File: src/rtl/cpu_control.sv
// Multi-cycle control sequencer between the instruction fetch unit and the datapath.
// Optional retired-instruction counter enabled by defining CPU_CONTROL_RETIRED_EN.
module cpu_control #(
  parameter int NUM_PROGS = 3
) (
  input  logic        clk,
  input  logic        rst_n,
  input  logic        start,
  input  logic [8:0]  inst,
  input  logic        cond_flag,
  input  logic        mem_ack,
  output logic        init,
  output logic        fetch_unit_en,
  output logic        branch,
  output logic        branchi,
  output logic        jump,
  output logic [5:0]  immediate,
  output logic [2:0]  alu_op,
  output logic [2:0]  rs,
  output logic [2:0]  rt,
  output logic        reg_we,
  output logic        mem_req,
  output logic        mem_we,
  output logic        busy,
  output logic        done,
  output logic [15:0] retired
);

  localparam int PW = $clog2(NUM_PROGS + 1);

  typedef enum logic [2:0] {
    S_IDLE, S_INIT, S_FETCH, S_EXEC, S_MEMWAIT, S_HALT
  } state_t;

  state_t          state_q, state_d;
  logic [8:0]      ir_q, ir_d;
  logic [PW-1:0]   prog_cnt_q, prog_cnt_d;
  logic [2:0]      opcode;
  logic            is_halt, is_mem, progs_left;

  assign opcode     = ir_q[8:6];
  assign is_halt    = (opcode == 3'b000) && (ir_q[5:0] == 6'b111111);
  assign is_mem     = (opcode == 3'b101);
  assign progs_left = (prog_cnt_q < PW'(NUM_PROGS));

  assign immediate = ir_q[5:0];
  assign alu_op    = ir_q[8:6];
  assign rs        = ir_q[5:3];
  assign rt        = ir_q[2:0];

  // cond_flag and mem_ack act within the same cycle, so the strobes are decoded
  // from the registered state and ir rather than pre-computed a cycle early.
  always_comb begin
    state_d       = state_q;
    ir_d          = ir_q;
    prog_cnt_d    = prog_cnt_q;
    init          = 1'b0;
    fetch_unit_en = 1'b0;
    branch        = 1'b0;
    branchi       = 1'b0;
    jump          = 1'b0;
    reg_we        = 1'b0;
    mem_req       = 1'b0;
    mem_we        = 1'b0;
    busy          = 1'b0;
    done          = 1'b0;
    case (state_q)
      S_IDLE: begin
        if (start && progs_left) state_d = S_INIT;
      end
      S_INIT: begin
        init       = 1'b1;
        busy       = 1'b1;
        prog_cnt_d = prog_cnt_q + 1'b1;
        state_d    = S_FETCH;
      end
      S_FETCH: begin
        busy    = 1'b1;
        ir_d    = inst;
        state_d = S_EXEC;
      end
      S_EXEC: begin
        busy = 1'b1;
        if (is_halt) begin
          state_d = S_HALT;
        end else if (is_mem) begin
          mem_req = 1'b1;
          mem_we  = ir_q[5];
          state_d = S_MEMWAIT;
        end else begin
          fetch_unit_en = 1'b1;
          state_d       = S_FETCH;
          case (opcode)
            3'b001, 3'b010, 3'b011, 3'b100: reg_we = 1'b1;
            3'b110: branch = cond_flag;
            3'b111: begin
              if (ir_q[5]) begin
                branchi = 1'b1;
                jump    = 1'b1;
              end else begin
                branchi = (cond_flag == ir_q[4]);
              end
            end
            default: ;
          endcase
        end
      end
      S_MEMWAIT: begin
        busy   = 1'b1;
        mem_we = ir_q[5];
        if (mem_ack) begin
          fetch_unit_en = 1'b1;
          reg_we        = ~ir_q[5];
          state_d       = S_FETCH;
        end else begin
          mem_req = 1'b1;
        end
      end
      S_HALT: begin
        done = 1'b1;
        if (start && progs_left) state_d = S_INIT;
      end
      default: state_d = S_IDLE;
    endcase
  end

  always_ff @(posedge clk) begin
    if (!rst_n) begin
      state_q    <= S_IDLE;
      ir_q       <= '0;
      prog_cnt_q <= '0;
    end else begin
      state_q    <= state_d;
      ir_q       <= ir_d;
      prog_cnt_q <= prog_cnt_d;
    end
  end

`ifdef CPU_CONTROL_RETIRED_EN
  logic [15:0] retired_q, retired_d;

  // An instruction retires when control leaves EXEC/MEMWAIT for FETCH, or on HALT.
  always_comb begin
    retired_d = retired_q;
    if (state_q == S_INIT)
      retired_d = '0;
    else if ((state_q == S_EXEC || state_q == S_MEMWAIT) &&
             (state_d == S_FETCH || state_d == S_HALT))
      retired_d = retired_q + 16'd1;
  end

  always_ff @(posedge clk) begin
    if (!rst_n) retired_q <= '0;
    else        retired_q <= retired_d;
  end

  assign retired = retired_q;
`else
  assign retired = '0;
`endif

endmodule

File: config.mk
export PLATFORM = sky130hd
export DESIGN_NAME = cpu_control
export DESIGN_NICKNAME = d
export VERILOG_FILES = /design/src/rtl/cpu_control.sv
export SDC_FILE = /design/constraint.sdc
export NUM_CORES = 1
export LEC_CHECK = 0
export ABC_AREA = 1
export CAP_MARGIN = 25
export CORE_AREA = 2 2 54 56
export CTS_CLUSTER_SIZE = 28
export DETAILED_ROUTE_END_ITERATION = 16
export DIE_AREA = 0 0 56 58
export HOLD_SLACK_MARGIN = 0.12
export PLACE_DENSITY = 0.77
export SYNTH_ARGS = -nofsm -noshare
export SYNTH_HDL_FRONTEND = slang
export SYNTH_SLANG_ARGS = --single-unit
export TNS_END_PERCENT = 10
File: constraint.sdc
create_clock -name clk -period 1.55 [get_ports clk]
set_input_delay 0.31 -clock clk [delete_from_list [all_inputs] [get_ports clk]]
set_output_delay 0.31 -clock clk [all_outputs]
set_load 0.01 [all_outputs]
==> results of run 1 <==
==> layer usage <==
metal	routed length (um)	global-route usage, %	part of all wire [%]	vias up
li1	-	-	-	542
met3	152	3.13	6.2	5
met2	1240	25.4	51	34
met1	1010	18.5	41	469
met5	0	0	0	-
met4	39	7.14	1.6	0
==> flip-flops by register name, indices dropped and copies added (netlist names) <==
name,count
prog_cnt_q,2
state_q,3
ir_q,9
==> report_power, final <==
group,internal [uW],switching (uW),total [uW]
Sequential,400,36.8,437
Clock,90.1,113,203
Combinational,263,230,494
==> synth_stat cells, drive strengths merged <==
| library cell | n |
|---|---|
| a21oi | 12 |
| buf | 24 |
| clkbuf | 1 |
| clkinv | 1 |
| conb | 1 |
| dfxtp | 14 |
| ha | 1 |
| inv | 17 |
| nand2 | 24 |
| nand3 | 6 |
| nand4 | 2 |
| nor2 | 18 |
| nor3 | 2 |
| nor4 | 2 |
| o21ai | 12 |
| o32ai | 1 |
| xnor2 | 1 |
==> cells by family (layout without fill, tap and decap cells) <==
group                    Yosys count  after routing  synth area share [%]
buffers and inverters             43             95                  27.4
adder cells (fa/ha/maj)            1              1                  1.31
flip-flops                        14             14                  29.2
other                              1             16                 0.391
AND/OR/NAND/NOR                   54             54                  26.1
XOR/XNOR                           1              1                 0.914
AO/OA/AOI/OAI                     25             25                  14.6
==> layout make-up <==
cell class	instances	share of cell area, %
well taps	31	2.36
inverters	18	4.81
flip-flops and latches	14	18.4
repair buffers	74	38.8
multi-input cells	97	34.2
clock buffers	3	1.37
==> metrics by stage <==
stage,power (uW),TNS [ns],util [%],std cells,hold WS [ns]
2_1_floorplan,678,0,-,154,0.429
3_3_place_gp,871,-2.54,55.4,229,0.451
3_5_place_dp,879,-2.55,55.4,229,0.462
4_1_cts,1120,-0.625,57.7,235,0.475
5_1_grt,1210,-0.752,61.6,237,0.480
6_report,1130,-0.131,61.6,237,0.474
==> final timing paths <==
kind | startpoint | cells after the start | end | slack [ns]
worst max register to register | state_q[2] | 12 | state_q[1] | 0.08
worst max-delay path | ir_q[6] | 6 | mem_req | -0.05
worst min-delay path | prog_cnt_q[0] | 1 | prog_cnt_q[0] | 0.47
worst min register to register | prog_cnt_q[0] | 1 | prog_cnt_q[0] | 0.47
==> timing repair <==
item / CTS / global route
endpoints found under the setup margin: 25 / 26
resized for setup: 60 / 37
hold buffers: 0 / 0
pin swaps: 5 / 4
setup buffers: 3 / 2
==> flow_summary.ini, run 1 <==
[final_layout]
fillCellCount = 231
seqCellArea_um2 = 302
final_cell_mix = 36 x buf_4, 17 x nand2_1, 16 x conb_1
design_area_um2 = 1640
drive_gt1_share_pct = 45.6
nets = 223
antennaDiodeCount = 0
multi_input_area_um2 = 562
layout_commonest_cell = buf_4
syn_to_final_growth_pct = 71.1

[placed_design]
portBuffers = 38
hpwl_um = 1820
place_area_um2 = 1480
place_ws_ns = -0.416
gp_congestion = 0.880

[critical_path]
required_ns = 1.24
criticalPathCategory = flop to output port
worst-path-buf-inv = 3
slowest_delay_ns = 0.38
crit_fanout = 4
path_cells = inv_6 -> nor3_4 -> nand2_2 -> buf_4 -> nand2_1 -> buf_2
cp_data_arrival_time_ns = 1.29
cp_slowest_cell = dfxtp_4
cp-start-kind = flop
crit_path_end_kind = output port
cp_top_family = flip-flops

[global_routing]
antenna_found_initial = 0
gr-total-overflow = 0
grt_max_degree = 15
first_global_vias = 913
grt_first_pass_wirelength_um = 3890
grt_usage_pct = 15.1

[power]
power_leakage_uw = 0.000994
worst_ir_drop_vdd_uv = 516
p_per_area_nw_per_um2 = 691

[cts]
clk_pin_slew_ns = 0.08
numCtsBuffers = 3
cts_tree = yes
clock-sinks = 14
clkLatencyLatePin_ns = 0.28
clockBufferDepth = 2
cts.htree.levels = 1
cts-root-buf = clkbuf_4

[floorplanning]
die_area_um2 = 3250
num_io_pins = 55
die_h_um = 58
core-area_um2 = 2660
start_util_pct = 36.0
rows = 19
die_x_um = 56

[timing]
setup_viol = 6
post-route-min-period_ns = 1.60
min_period_over_period_pct = 103
max_freq_ghz = 0.624
finClkSkew_ns = 0.00531
rsz0062_at_grt = yes
worst_slack_ns = -0.0517
maxSlewViolCount = 0
hold_violations = 0

[synth]
synth.avg_cell_area_um2 = 6.90
seq_area_frac_synth_pct = 29.2
yosys.cell_types.count = 26
yosysWarningCount = 0
synth-seq-cells = 14
synth_area_leader_cell = dfxtp_1
synth_area_um2 = 958
yosys-top-cells-area = dfxtp_1 29%, buf_4 17%, nand2_1 7.8%, nor2_1 5.9%, o21ai_0 5.7%
synth_top_area_share_pct = 29.2
synthCells = 139

[routing]
drc = 0
wl_per_cell_um = 10.3
drtAntennaViolNets = 0
num_vias = 1050
first_iter_violations = 20
drtPass1Iterations = 4
viasPerCell = 4.43
routed_wirelength_um = 2440

[worst_hold_path]
hold_class = flop to flop

[outcome]
status = finished, violations left
violations = negative setup slack

[run]
cap_viol_max_count = 0
(Power assumes the default switching activity.)
==> inputs of run 2 (changes only) <==
Settings changed: CORE_AREA 2 2 54 56 to 2 2 53 55, CTS_BUF_LIST from default to sky130_fd_sc_hd__clkbuf_2, DIE_AREA 0 0 56 58 to 0 0 55 57, PLACE_DENSITY 0.77 to 0.79.
==> flow_summary.ini, run 2 (synthesis gave the netlist of run 1 again) <==
[final_layout]
largest_reg_flops = 9
multi_input_area_um2 = 597
fillCellCount = 225
top_regs = ir_q x9, state_q x3, prog_cnt_q x2
layout_commonest_cell = buf_4
top_register = ir_q
seqCellArea_um2 = 294
drive_gt1_share_pct = 44.8
nets = 219
syn_to_final_growth_pct = 65.8
antennaDiodeCount = 0
final_cell_mix = 30 x buf_4, 16 x nand2_1, 16 x conb_1, 16 x dlygate4sd2_1
design_area_um2 = 1590

[run]
cap_viol_max_count = 0

[timing]
worst_slack_ns = -0.0427
finClkSkew_ns = 0.00736
maxSlewViolCount = 0
min_period_over_period_pct = 103
hold-worst-slack_ns = 0.474
setup_tns_ns = -0.119
setup_viol = 6
max_freq_ghz = 0.628
post-route-min-period_ns = 1.59
rsz0062_at_grt = yes
hold_violations = 0

[cts]
cts.htree.levels = 1
cts-root-buf = clkbuf_2
clkLatencyLatePin_ns = 0.28
numCtsBuffers = 3
clock-sinks = 14
cts_tree = yes
clockBufferDepth = 2
hold_buffers = 0
clk_pin_slew_ns = 0.14

[floorplanning]
rows = 19
num_io_pins = 55
die_area_um2 = 3140
start_util_pct = 36.7
core-area_um2 = 2620
die_x_um = 55
die_h_um = 57

[placed_design]
gp_congestion = 0.838
portBuffers = 38
place_area_um2 = 1460
hpwl_um = 1810

[critical_path]
cp_num_cells = 4
cp-start-kind = flop
crit_fanout = 4
r2r-end = ir_q[4]
slowest_delay_ns = 0.36
ff2ff_path_depth = 7
cp_top_family = flip-flops
required_ns = 1.24
path_cells = inv_2 -> nand3_2 -> o32ai_2 -> buf_2
cp_slowest_cell = dfxtp_2
criticalPathCategory = flop to output port
crit_path_end_kind = output port
setup.worst_path.end = reg_we
critPathLaunch = state_q[2]
cp_data_arrival_time_ns = 1.28
r2r_start = state_q[0]
worst-path-buf-inv = 2
r2r_setup_slack_ns = 0.21

[routing]
drc = 0
num_vias = 1075
drtPass1Iterations = 4
first_iter_violations = 17
drtAntennaViolNets = 0
routed_wirelength_um = 2580
wl_per_cell_um = 11.0
viasPerCell = 4.59

[global_routing]
grt_first_pass_wirelength_um = 3850
antenna_found_initial = 0
first_global_vias = 947
grt_max_degree = 15
gr-total-overflow = 0
grt_usage_pct = 16.4

[worst_hold_path]
hold_class = flop to flop
hold_start = prog_cnt_q[0]

[power]
p_per_area_nw_per_um2 = 682
power_leakage_uw = 0.000833
worst_ir_drop_vdd_uv = 495
p_total_uw = 1080

[outcome]
status = finished, violations left
violations = negative setup slack
## run 2: cell types whose count changed in the layout (fill, tap and decap cells not counted), sizes merged
cell | previous run | this run
buf | 46 | 42
clkbuf | 4 | 3
clkdlybuf4s50 | 13 | 12
clkinv | 1 | 2
dlygate4sd2 | 0 | 16
dlymetal6s2s | 14 | 0
## run 2: layout make-up
type,count,share of cell area (%)
Multi-Input combinational cell,97,37.6
Timing Repair Buffer,70,35.5
Sequential cell,14,18.5
Inverter,18,4.80
Tap cell,31,2.44
Clock buffer,3,0.945
Clock inverter,1,0.236
## run 2: worst min path at each step
stage | slack (ns) | endpoint | depth (start not counted)
CTS | 0.47 | prog_cnt_q[0] | 1
global route | 0.51 | prog_cnt_q[0] | 1
global placement | 0.45 | prog_cnt_q[0] | 1
detailed placement | 0.46 | prog_cnt_q[0] | 1
floorplan | 0.43 | prog_cnt_q[0] | 1
finish | 0.47 | prog_cnt_q[0] | 1
## run 2: timing repair
item,4_1_cts,5_1_grt
gates resized for setup,80,21
setup buffers,3,0
endpoints found under the setup margin,25,10
pin swaps,10,9
## run 2: stage by stage
| stage | util, % | worst slack (ns) | std cells |
|---|---|---|---|
| 2_1_floorplan | - | 0.241 | 154 |
| 3_3_place_gp | 55.8 | -0.404 | 227 |
| 3_5_place_dp | 55.8 | -0.413 | 227 |
| 4_1_cts | 57.7 | -0.0764 | 234 |
| 5_1_grt | 60.8 | -0.107 | 234 |
| 6_report | 60.8 | -0.0427 | 234 |
## run 2: power breakdown
| part | leakage, uW | internal (uW) | switching (uW) | total (uW) |
|---|---|---|---|---|
| sequential | 0.000118 | 401 | 30.9 | 432 |
| clock | 0.0000140 | 56.0 | 116 | 172 |
| combinational | 0.000701 | 234 | 246 | 480 |
## run 2: per-layer routing
metal	wire length (um)	vias up	global-route usage (%)	part of all wire, %
met5	0	-	0	0
met4	30	0	7.32	1.2
met3	179	2	2.09	7.0
met2	1350	38	28.6	52
met1	1020	492	19.3	40
li1	-	543	-	-
